## config.mk

```make
export PLATFORM = sky130hd
export DESIGN_NAME = pipe_memory_stage
export DESIGN_NICKNAME = d
export VERILOG_FILES = /design/src/rtl/pipe_memory_stage.sv
export SDC_FILE = /design/constraint.sdc
export NUM_CORES = 1
export LEC_CHECK = 0
export ABC_CLOCK_PERIOD_IN_PS = 1800
export BUFFER_PORTS_ARGS = -buffer_cell sky130_fd_sc_hd__buf_2
export CORE_MARGIN = 1
export CORE_UTILIZATION = 25
export CTS_CLUSTER_SIZE = 25
export DETAILED_ROUTE_END_ITERATION = 16
export PLACE_DENSITY = 0.53
export SLEW_MARGIN = 0
export SYNTH_ARGS = -nofsm -noshare
export SYNTH_HDL_FRONTEND = slang
export SYNTH_SLANG_ARGS = --single-unit
```

## constraint.sdc

```tcl
create_clock -name clk -period 1.8 [get_ports clk]
set_input_delay 0.09 -clock clk [delete_from_list [all_inputs] [get_ports clk]]
set_output_delay 0.09 -clock clk [all_outputs]
set_load 0.05 [all_outputs]
```

## src/rtl/pipe_memory_stage.sv

```systemverilog
// rtl/pipe_memory_stage.sv - load/store stage: one latched bus transaction per request, load extension
// Holds the pipe while the bus access runs; a held request is not replayed after DONE.
module pipe_memory_stage #(
   parameter int TIMEOUT_CYCLES = 256
) (
   input  logic        clk,
   input  logic        rst,
   input  logic        stepPipe,
   input  logic        memoryEnable,
   input  logic        memoryWriteEnable,
   input  logic [3:0]  memoryByteSelect,
   input  logic [31:0] memoryAddress,
   input  logic [31:0] memoryWriteData,
   input  logic [2:0]  loadFunct3,
   input  logic [4:0]  loadRdIndex,
   output logic        stallRequest,
   output logic        loadResultValid,
   output logic [4:0]  loadResultRd,
   output logic [31:0] loadResult,
   output logic        busError,
   output logic        bus_enable,
   output logic        bus_writeEnable,
   output logic [3:0]  bus_byteSelect,
   output logic [31:0] bus_address,
   output logic [31:0] bus_writeData,
   input  logic        bus_ack,
   input  logic [31:0] bus_readData
);

   typedef enum logic [1:0] {IDLE, BUS, DONE, BUS_ERROR} state_t;

   localparam logic        TIMEOUT_EN   = (TIMEOUT_CYCLES != 0);
   localparam logic [31:0] TIMEOUT_LAST = 32'(TIMEOUT_CYCLES - 1);

   state_t      state_q;
   logic [31:0] addr_q;
   logic [31:0] wdata_q;
   logic [3:0]  bsel_q;
   logic        we_q;
   logic [2:0]  funct3_q;
   logic [4:0]  rd_q;
   logic [31:0] cnt_q;
   logic [31:0] result_q;
   logic [4:0]  result_rd_q;

   logic [1:0]  lane_offset;
   logic [31:0] shifted;
   logic [31:0] result_d;

   // Lowest selected lane decides the shift; an empty select falls back to lane 0.
   always_comb begin
      lane_offset = 2'd0;
      if (bsel_q[0])      lane_offset = 2'd0;
      else if (bsel_q[1]) lane_offset = 2'd1;
      else if (bsel_q[2]) lane_offset = 2'd2;
      else if (bsel_q[3]) lane_offset = 2'd3;
      shifted = bus_readData >> {lane_offset, 3'b000};
      case (funct3_q)
         3'b000:  result_d = {{24{shifted[7]}}, shifted[7:0]};
         3'b001:  result_d = {{16{shifted[15]}}, shifted[15:0]};
         3'b010:  result_d = shifted;
         3'b100:  result_d = {24'd0, shifted[7:0]};
         3'b101:  result_d = {16'd0, shifted[15:0]};
         default: result_d = 32'd0;
      endcase
   end

   always_ff @(posedge clk or negedge rst) begin
      if (!rst) begin
         state_q     <= IDLE;
         addr_q      <= 32'd0;
         wdata_q     <= 32'd0;
         bsel_q      <= 4'd0;
         we_q        <= 1'b0;
         funct3_q    <= 3'd0;
         rd_q        <= 5'd0;
         cnt_q       <= 32'd0;
         result_q    <= 32'd0;
         result_rd_q <= 5'd0;
      end else begin
         case (state_q)
            IDLE: begin
               if (memoryEnable) begin
                  state_q  <= BUS;
                  addr_q   <= memoryAddress;
                  wdata_q  <= memoryWriteData;
                  bsel_q   <= memoryByteSelect;
                  we_q     <= memoryWriteEnable;
                  funct3_q <= loadFunct3;
                  rd_q     <= loadRdIndex;
                  cnt_q    <= 32'd0;
               end
            end
            BUS: begin
               cnt_q <= cnt_q + 32'd1;
               if (bus_ack) begin
                  state_q     <= DONE;
                  result_q    <= result_d;
                  result_rd_q <= rd_q;
               end else if (TIMEOUT_EN && (cnt_q == TIMEOUT_LAST)) begin
                  state_q <= BUS_ERROR;
               end
            end
            DONE: begin
               if (stepPipe) state_q <= IDLE;
            end
            BUS_ERROR: begin
               if (stepPipe) state_q <= IDLE;
            end
            default: state_q <= IDLE;
         endcase
      end
   end

   // Reset gates the IDLE pass-through so every output is low while rst is held.
   assign stallRequest    = (state_q == BUS) | ((state_q == IDLE) & memoryEnable & rst);
   assign loadResultValid = (state_q == DONE) & ~we_q;
   assign busError        = (state_q == BUS_ERROR);
   assign loadResult      = result_q;
   assign loadResultRd    = result_rd_q;

   assign bus_enable      = (state_q == BUS);
   assign bus_writeEnable = bus_enable & we_q;
   assign bus_byteSelect  = bus_enable ? bsel_q  : 4'd0;
   assign bus_address     = bus_enable ? addr_q  : 32'd0;
   assign bus_writeData   = bus_enable ? wdata_q : 32'd0;

endmodule

```

==> results.sh, run 1 <==
export IMPL_min_period_ns=1.73
export IMPL_worstMarginPinSlew_ns=0.456
export IMPL_vias_per_cell=4.44
export IMPL_drtAntennaViolNets=0
export IMPL_drt_initial_drc_count=342
export IMPL_critPathCapture="bus_address[13]"
export IMPL_ff2ff_setup_slack_ns=0.08
export IMPL_synth_most_common_cell="nand2_1"
export IMPL_drive_gt1_share_pct=30.3
export IMPL_clkPwrFrac_pct=19.2
export IMPL_startpoint="state_q[1]"
export IMPL_design_area_sq_mm=0.0106
export IMPL_num_nets_final=1212
export IMPL_min_path_type="input pin to register"
export IMPL_cp_max_fo=21
export IMPL_end_kind="output pin"
export IMPL_ir_drop_mv=0.748
export IMPL_power_per_cell_area_mw_per_mm2=1710
export IMPL_first_global_vias=6914
export IMPL_whs_ns=0.0300
export IMPL_ys_warn_count=0
export IMPL_clock_path_buffers=2
export IMPL_root_buffer="clkbuf_16"
export IMPL_vias=6603
export IMPL_io_pins=224
export IMPL_sequentialPowerShare_pct=29.1
export IMPL_switching_share_pct=46.5
export IMPL_fin_cells=1488
export IMPL_synth_top_area_share_pct=52.7
export IMPL_syn_area_sq_mm=0.00703
export IMPL_worstPathArrival_ns=1.64
export IMPL_insertion_delay_ns=0.43
export IMPL_nFillCells=2803
export IMPL_grt_setup_unrepaired="yes"
export IMPL_finalMaxSlewViolations=0
export IMPL_power_frac_comb_pct=51.7
export IMPL_die_w_microns=170
export IMPL_required_ns=1.71
export IMPL_cellLeakagePower_nw=5.45
export IMPL_yosys_top_cells_area="dfrtp_1 53%, nand2_1 16%, and2_1 6.2%"
export IMPL_postSynthCellCount=764
export IMPL_dieArea_sq_mm=0.0288
export IMPL_status="finished clean"
export IMPL_antenna_found_initial=0
export IMPL_relSlewSlack_pct=69.6
export IMPL_r2r_end="loadResult[31]"
export IMPL_ff2ff_path_depth=7
export IMPL_min_period_over_period_pct=96.0
export IMPL_htreeDepth=4
export IMPL_clk_pin_slew_ns=0.06
export IMPL_placementRows=61
export IMPL_initial_core_util_pct=25.4
export IMPL_grt_util_met3_pct=4.01
export IMPL_critPathKind="register to output pin"
export IMPL_syn2layout_area_growth_pct=50.8
export IMPL_synth_avg_cell_area_sq_um=9.21
export IMPL_yosysUniqueCellTypes=54
export IMPL_async_reset_ff_share_pct=100
export IMPL_synth_ff_type="dfrtp_1"
export IMPL_drt_wl_total_microns=22000
export IMPL_cts_tree="done"
export IMPL_tns_ns=0
export IMPL_power_switching_mw=8.46
export IMPL_grtUsageTotal_pct=15.5
export IMPL_gr_usage_met1_pct=19.4
export IMPL_numCtsBuffers=17
export IMPL_p_int_mw=9.73
export IMPL_ys_ff_latch=148
export IMPL_core_area_sq_mm=0.0277
export IMPL_grt_pass1_wl_microns=35500
export IMPL_skew_ns=0.0170
export IMPL_grt_max_degree=80
export IMPL_dp_cells=1366
export IMPL_n_antenna_cell=0
export IMPL_whs_path_depth=3
export IMPL_placed_area_sq_mm=0.00889
export IMPL_yosysTopAreaCell="dfrtp_1"
export IMPL_syn_nets=879
export IMPL_routedWlPerCell_microns=14.8
export IMPL_max_freq_mhz=579
export IMPL_dp_slack_ns=0.0386
export IMPL_gp_congestion=0.749
export IMPL_drc=0
export IMPL_hpwl_microns=14400
export IMPL_worst_slack_ns=0.0720
export IMPL_drv_cap=0
export IMPL_timing_rr_start="bsel_q[0]"
export IMPL_gr_total_overflow=0
export IMPL_cts_sinks=148
export IMPL_worst_setup_path_start_kind="register"
export IMPL_finalSetupViolCount=0
export IMPL_grtUsageMet2_pct=26.5
export IMPL_top_usage_layer="met2"
export IMPL_finalHoldViolations=0
export IMPL_synth_edf_count=0
export IMPL_ys_seq_area_share_pct=52.7
export IMPL_portBuffers=223
export IMPL_dieHeight_microns=170
export IMPL_first_pass_iters=5
export IMPL_ys_top_cells_by_count="298 x nand2_1, 148 x dfrtp_1, 70 x and2_1"
worst max-delay path, cell delays in order (launching register included):
cell,delay (ns)
dfrtp_1,0.39
nand2b_4,0.17
inv_8,0.10
clkbuf_16,0.19
and2_1,0.14
clkbuf_4,0.23
state kept, by name, indices dropped and copies added, names as in the netlist:
| register | count |
|---|---|
| funct3_q | 3 |
| addr_q | 32 |
| bsel_q | 4 |
| loadResult | 32 |
| cnt_q | 32 |
| we_q | 1 |
| loadResultRd | 5 |
| state_q | 2 |
| wdata_q | 32 |
| rd_q | 5 |
area by class of cell:
cell class | instances | area [sq um] | share of cell area [%]
inverters | 4 | 22.5 | 0.212
flip-flops and latches | 148 | 3710 | 34.9
repair buffers | 356 | 2700 | 25.4
clock inverters | 12 | 123 | 1.16
well taps | 378 | 473 | 4.46
multi-input cells | 570 | 3140 | 29.6
clock buffers | 20 | 447 | 4.21
power groups by stage:
stage | Sequential (mW) | Combinational, mW | Clock, mW
CTS | 5.30 | 9.22 | 3.59
floorplan | 6.30 | 5.23 | 0
global route | 5.48 | 10.1 | 3.73
detailed placement | 5.32 | 8.78 | 0
finish | 5.29 | 9.41 | 3.49
global placement | 5.30 | 8.72 | 0
placed cells by master, fill, tap and decap left out, types with 10 or more instances in the layout:
cell type / netlist / routed
a221o_1: 10 / 10
and2_1: 70 / 70
buf_12: 0 / 12
buf_2: 7 / 152
buf_4: 1 / 72
clkbuf_16: 0 / 18
clkbuf_4: 0 / 31
dfrtp_1: 148 / 146
dlygate4sd3_1: 0 / 86
mux2i_1: 22 / 22
nand2_1: 298 / 298
nand3_1: 19 / 18
nand4_1: 15 / 15
o21ai_0: 26 / 23
repair_timing:
item,in CTS,in global routing
hold buffers,86,0
buffers inserted,1,2
cloned,0,1
gates resized for setup,45,46
pin swaps,1,8
hold endpoints to repair,233,0
endpoints found under the setup margin,71,57
kinds of logic (layout without fill, tap and decap cells):
group | after synthesis | in the layout | share of synthesized area, %
AO/OA/AOI/OAI | 94 | 94 | 10.2
adder cells (fa/ha/maj) | 1 | 1 | 0.178
buffers and inverters | 46 | 392 | 3.25
flip-flops | 148 | 148 | 52.7
multiplexers | 27 | 27 | 3.93
AND/OR/NAND/NOR | 448 | 448 | 29.7
worst min path at each step:
stage	slack, ns	endpoint	startpoint
floorplan	-0.21	addr_q[0]	rst
global placement	0.17	wdata_q[23]	rst
detailed placement	0.17	wdata_q[23]	rst
CTS	0.02	state_q[1]	bus_ack
global route	0.04	state_q[1]	bus_ack
finish	0.03	state_q[1]	bus_ack
through the flow:
step | power [mW] | util [%]
final | 18.2 | 38.3
after global routing | 19.3 | 38.3
after detailed placement | 14.1 | 32.1
after global placement | 14.0 | 32.1
after CTS | 18.1 | 37.7
after floorplan | 11.5 | -
routing by layer:
layer	vias up	part of all wire (%)
met3	15	4.9
met2	169	49
met5	-	0
met1	3183	45
li1	3236	-
met4	0	1.0
No activity file was read; power rests on OpenSTA's default activity.
==> run 2: changes to the inputs <==
--- a/config.mk
+++ b/config.mk
@@ -5,13 +5,15 @@
 export SDC_FILE = /design/constraint.sdc
 export NUM_CORES = 1
 export LEC_CHECK = 0
+export ABC_AREA = 1
 export ABC_CLOCK_PERIOD_IN_PS = 1800
 export BUFFER_PORTS_ARGS = -buffer_cell sky130_fd_sc_hd__buf_2
 export CORE_MARGIN = 1
 export CORE_UTILIZATION = 25
 export CTS_CLUSTER_SIZE = 25
 export DETAILED_ROUTE_END_ITERATION = 16
-export PLACE_DENSITY = 0.53
+export GPL_ROUTABILITY_DRIVEN = 0
+export PLACE_DENSITY = 0.52
 export SLEW_MARGIN = 0
 export SYNTH_ARGS = -nofsm -noshare
 export SYNTH_HDL_FRONTEND = slang
==> results.sh, run 2 <==
export IMPL_timing_critical_path_buf_inv=3
export IMPL_min_period_over_period_pct=97.7
export IMPL_cts_tree="done"
export IMPL_ff_latch_area_sq_mm=0.00370
export IMPL_yosysTopAreaCell="dfrtp_1"
export IMPL_clk_pin_slew_ns=0.07
export IMPL_nFillCells=3117
export IMPL_dieHeight_microns=177
export IMPL_layout_common_cells="337 x nand2_1, 152 x buf_2, 147 x dfrtp_1"
export IMPL_crit_path_cell_trace="nor2_4, inv_6, buf_6, nor2_1, buf_4"
export IMPL_skew_ns=0.0157
export IMPL_slowest_delay_ns=0.44
export IMPL_cts_sinks=148
export IMPL_end_kind="output pin"
export IMPL_grt_max_degree=93
export IMPL_first_global_vias=7947
export IMPL_multi_input_area_sq_mm=0.00337
export IMPL_drt_initial_drc_count=521
export IMPL_relSlewSlack_pct=63.5
export IMPL_ys_top_cells_by_count="341 x nand2_1, 148 x dfrtp_1, 124 x inv_1"
export IMPL_final_common_cell="nand2_1"
export IMPL_syn_nets=1165
export IMPL_ys_warn_count=0
export IMPL_n_antenna_cell=0
export IMPL_ys_seq_area_share_pct=48.6
export IMPL_crit_family="buffers and inverters"
export IMPL_fin_cells=1768
export IMPL_min_path_type="input pin to register"
export IMPL_max_freq_mhz=569
export IMPL_numCtsBuffers=17
export IMPL_synth_avg_cell_area_sq_um=7.26
export IMPL_worstMarginPinSlew_ns=0.546
export IMPL_syn2layout_area_growth_pct=48.6
export IMPL_synth_edf_count=0
export IMPL_core_area_sq_mm=0.0298
export IMPL_utilization_pct=38.0
export IMPL_portBuffers=223
export IMPL_async_reset_ff_share_pct=100
export IMPL_initial_core_util_pct=25.6
export IMPL_grt_setup_unrepaired="yes"
export IMPL_status="finished clean"
export IMPL_grt_util_met3_pct=4.03
export IMPL_critPathKind="register to output pin"
export IMPL_dieArea_sq_mm=0.0312
export IMPL_cellLeakagePower_nw=5.71
export IMPL_routedWlPerCell_microns=14.5
export IMPL_hpwl_microns=17000
export IMPL_cp_max_fo=11
export IMPL_synth_ff_type="dfrtp_1"
export IMPL_crit_path_top_delay_cell="dfrtp_1"
export IMPL_grtUsageMet2_pct=26.9
export IMPL_num_nets_final=1480
export IMPL_grt_pass1_wl_microns=40100
export IMPL_ys_ff_latch=148
export IMPL_grtUsageTotal_pct=16.1
export IMPL_worstPathArrival_ns=1.67
export IMPL_ir_drop_mv=0.943
export IMPL_placementRows=63
export IMPL_synth_top_area_share_pct=48.6
export IMPL_antenna_found_initial=0
export IMPL_die_w_microns=177
export IMPL_drv_cap=0
export IMPL_postSynthCellCount=1050
export IMPL_finalSetupViolCount=0
export IMPL_root_buffer="clkbuf_16"
export IMPL_finalHoldViolations=0
export IMPL_htreeDepth=4
export IMPL_syn_area_sq_mm=0.00762
export IMPL_dp_cells=1648
export IMPL_drt_wl_total_microns=25600
export IMPL_drive_gt1_share_pct=26.7
export IMPL_min_period_ns=1.76
export IMPL_required_ns=1.71
export IMPL_vias_per_cell=4.52
export IMPL_clock_path_buffers=2
export IMPL_vias=7983
export IMPL_gr_usage_met1_pct=20.4
export IMPL_yosys_top_cells_area="dfrtp_1 49%, nand2_1 17%, o21ai_0 6.8%"
export IMPL_synth_most_common_cell="nand2_1"
export IMPL_io_pins=224
export IMPL_worst_setup_path_start_kind="register"
export IMPL_yosysUniqueCellTypes=34
export IMPL_drtAntennaViolNets=0
export IMPL_power_per_cell_area_mw_per_mm2=1730
export IMPL_top_usage_layer="met2"
export IMPL_gr_total_overflow=0
export IMPL_finalMaxSlewViolations=0
export IMPL_first_pass_iters=5
export IMPL_insertion_delay_ns=0.43
export IMPL_drc=0
[run 2: changes by cell type after synthesis, sizes merged, moves of 43 or more]
| cell | before | now |
|---|---|---|
| and2 | 71 | 1 |
| nor2 | 10 | 127 |
| inv | 3 | 127 |
| nand3 | 19 | 92 |
| nand2 | 300 | 343 |
| o21ai | 27 | 109 |
[run 2: final cells by class]
class	count	share of cell area (%)
Inverter	127	4.31
Sequential cell	148	32.7
Multi-Input combinational cell	727	29.8
Clock inverter	15	1.25
Timing Repair Buffer	344	23.9
Tap cell	390	4.31
Clock buffer	17	3.76
[run 2: routing by layer]
layer | wire length, microns | up-vias
met1 | 11200 | 3778
met5 | 0 | -
met3 | 1760 | 23
li1 | - | 3913
met2 | 12300 | 269
met4 | 368 | 0
[run 2: logic make-up after synthesis]
family                   Yosys count  share of synthesized area, %
XOR/XNOR                           2                         0.230
AND/OR/NAND/NOR                  595                          32.6
buffers and inverters            176                          9.41
AO/OA/AOI/OAI                    128                          8.93
flip-flops                       148                          48.6
adder cells (fa/ha/maj)            1                         0.164
[run 2: power breakdown]
part	internal (mW)	switching (mW)	total [mW]
clock network	1.84	1.68	3.51
registers	4.54	0.522	5.06
logic	3.36	7.70	11.1
[run 2: tightest hold or removal path, delay by kind of cell]
kind | cells | cell delay, ns
simple gates | 4 | 0.25
buf+inv | 1 | 0.09
[run 2: timing repair]
item	in CTS	in global routing
setup buffers	1	5
resized for setup	74	114
hold buffers	79	0
endpoints found under the setup margin	71	100
endpoints found under the hold margin	226	0
pin swaps	1	2
gates cloned	0	3
[run 2: through the flow]
stage	setup slack (ns)	hold slack, ns	total power [mW]	instance area [sq um]	TNS [ns]
2_1_floorplan	-0.0158	-0.206	12.1	7620	-0.771
3_3_place_gp	0.107	-0.0508	14.6	9330	0
3_5_place_dp	0.0790	-0.0515	14.6	9330	0
4_1_cts	-0.0182	0.0137	18.8	10900	-0.0435
5_1_grt	-0.0317	0.0379	21.0	11300	-0.129
6_report	0.0412	0.0350	19.6	11300	0
[run 2: path summary, 6_finish.rpt]
| path | start | endpoint | slack (ns) | cells after the start |
|---|---|---|---|---|
| max in group asynchronous | rst | loadResultRd[4] | 0.97 | 3 |
| min in group asynchronous | rst | addr_q[5] | 0.07 | 2 |
| setup reg to reg | bsel_q[1] | loadResult[17] | 0.14 | 9 |
| setup / recovery | state_q[1] | bus_address[7] | 0.04 | 5 |
| hold reg to reg | loadResult[22] | loadResult[22] | 0.48 | 2 |
| hold / removal | bus_readData[3] | loadResult[3] | 0.04 | 5 |
==> run 3: changes to the inputs <==
==> config.mk (replaced) <==
export PLATFORM = sky130hd
export DESIGN_NAME = pipe_memory_stage
export DESIGN_NICKNAME = d
export VERILOG_FILES = /design/src/rtl/pipe_memory_stage.sv
export SDC_FILE = /design/constraint.sdc
export NUM_CORES = 1
export LEC_CHECK = 0
export ABC_CLOCK_PERIOD_IN_PS = 1500
export BUFFER_PORTS_ARGS = -buffer_cell sky130_fd_sc_hd__clkbuf_2
export CORE_MARGIN = 1
export CORE_UTILIZATION = 25
export CTS_CLUSTER_SIZE = 25
export DETAILED_ROUTE_END_ITERATION = 16
export GPL_ROUTABILITY_DRIVEN = 0
export PLACE_DENSITY = 0.53
export SLEW_MARGIN = 0
export SYNTH_ARGS = -nofsm -noshare
export SYNTH_HDL_FRONTEND = slang
export SYNTH_SLANG_ARGS = --single-unit
==> constraint.sdc (replaced) <==
create_clock -name clk -period 1.5 [get_ports clk]
set_input_delay 0.075 -clock clk [delete_from_list [all_inputs] [get_ports clk]]
set_output_delay 0.075 -clock clk [all_outputs]
set_load 0.05 [all_outputs]
==> results.sh, run 3 (synthesis results as in run 1) <==
export IMPL_relSlewSlack_pct=72.9
export IMPL_clk_pin_slew_ns=0.07
export IMPL_insertion_delay_ns=0.43
export IMPL_drtAntennaViolNets=0
export IMPL_required_ns=1.42
export IMPL_final_common_cell="nand2_1"
export IMPL_cts_tree="done"
export IMPL_antenna_found_initial=1
export IMPL_drive_gt1_share_pct=46.5
export IMPL_cts_sinks=148
export IMPL_nFillCells=2485
export IMPL_utilization_pct=49.0
export IMPL_total_power_mw=29.1
export IMPL_max_freq_mhz=557
export IMPL_worstMarginPinSlew_ns=0.407
export IMPL_portBuffers=223
export IMPL_skew_ns=0.0175
export IMPL_violations="setup timing"
export IMPL_drc=0
export IMPL_worst_slack_ns=-0.295
export IMPL_tns_ns=-44.99
export IMPL_clock_path_buffers=2
export IMPL_worst_setup_path_start_kind="register"
export IMPL_syn2layout_area_growth_pct=92.9
export IMPL_cp_max_fo=7
export IMPL_drt_initial_drc_count=347
export IMPL_num_nets_final=1316
export IMPL_grt_max_degree=73
export IMPL_cellLeakagePower_nw=6.73
export IMPL_root_buffer="clkbuf_16"
export IMPL_io_pins=224
export IMPL_multi_input_area_sq_mm=0.00372
export IMPL_grt_setup_unrepaired="yes"
export IMPL_end_kind="output pin"
export IMPL_initial_core_util_pct=25.4
export IMPL_critPathKind="register to output pin"
export IMPL_gr_total_overflow=0
export IMPL_finalHoldViolations=0
export IMPL_die_w_microns=170
export IMPL_hpwl_microns=14800
export IMPL_min_period_ns=1.80
export IMPL_core_area_sq_mm=0.0277
export IMPL_grt_pass1_wl_microns=40600
export IMPL_finalSetupViolCount=218
export IMPL_ir_drop_mv=1.12
export IMPL_finalMaxSlewViolations=0
export IMPL_dieArea_sq_mm=0.0288
export IMPL_dieHeight_microns=170
export IMPL_min_period_over_period_pct=120
export IMPL_worstPathArrival_ns=1.72
export IMPL_drt_wl_total_microns=27100
export IMPL_grtUsageTotal_pct=18.1
export IMPL_first_global_vias=7646
export IMPL_placementRows=61
export IMPL_numCtsBuffers=17
export IMPL_layout_common_cells="274 x nand2_1, 149 x clkbuf_2, 143 x dfrtp_1"
export IMPL_first_pass_iters=5
export IMPL_routedWlPerCell_microns=17.0
export IMPL_htreeDepth=4
export IMPL_dp_slack_ns=-0.216
export IMPL_min_path_type="input pin to register"
export IMPL_vias=7440
export IMPL_drv_cap=0
export IMPL_power_per_cell_area_mw_per_mm2=2150
export IMPL_status="finished, violations left"
export IMPL_ff_latch_area_sq_mm=0.00371
export IMPL_vias_per_cell=4.67
run 3: cell types whose count changed in the layout (fill, tap and decap cells not counted), moves of 40 or more:
cell and change:
clkbuf_16 +40, nand3_1 -74, inv_1 -120, nor2_2 -43
clkbuf_2 +149, buf_2 -151, o21ai_0 -90, nor2_1 -73
and2_4 +70, nand2_1 -63
run 3: final timing paths:
kind	start	end	slack, ns	depth (start not counted)
max reg2reg	bsel_q[2]	loadResult[26]	-0.30	8
min reg2reg	loadResult[7]	loadResult[7]	0.47	2
min in group asynchronous	rst	loadResult[22]	0.06	2
min	bus_readData[6]	loadResult[6]	0.03	4
max in group asynchronous	rst	addr_q[26]	0.78	3
max	state_q[1]	bus_writeData[27]	-0.30	6
run 3: what timing repair did:
action | CTS | global route
hold buffers | 88 | 0
setup buffers | 30 | 24
gates resized for setup | 244 | 123
pin swaps | 51 | 69
endpoints found under the setup margin | 215 | 221
gates cloned | 21 | 13
endpoints found under the hold margin | 234 | 0
run 3: cell type report:
class / instances / share of cell area, %
Antenna cell: 1 / 0.0184
Clock buffer: 17 / 3.14
Clock inverter: 15 / 1.72
Inverter: 4 / 0.148
Multi-Input combinational cell: 575 / 27.4
Sequential cell: 148 / 27.3
Tap cell: 378 / 3.49
Timing Repair Buffer: 455 / 36.7
run 3: metrics by stage:
step	hold WS [ns]	std cells	area, sq um
4_1_cts	0.00265	1565	12900
2_1_floorplan	-0.221	764	7330
3_3_place_gp	-0.0555	1395	9520
6_report	0.0276	1593	13600
3_5_place_dp	-0.0578	1395	9520
5_1_grt	0.0374	1593	13600
run 3: metal layers:
layer  GRT usage [%]  vias up  wire length [microns]
li1                -     3480                      -
met1            21.9     3704                  11400
met2            31.5      230                  13800
met3            4.80       26                   1520
met4            5.21        0                    370
met5               0        -                      0
run 3: critical path, cell delays in order (launching register included):
cell,delay (ns)
dfrtp_1,0.40
nand2b_4,0.17
clkinv_4,0.08
buf_12,0.16
clkbuf_16,0.16
and2_4,0.16
clkbuf_16,0.16
run 3: where the power goes:
part / internal (mW) / leakage, nW / total, mW / switching (mW)
Sequential: 5.49 / 1.89 / 6.60 / 1.10
Clock: 2.74 / 0.320 / 4.80 / 2.06
Combinational: 8.53 / 4.51 / 17.7 / 9.20
Total: 16.8 / 6.73 / 29.1 / 12.4
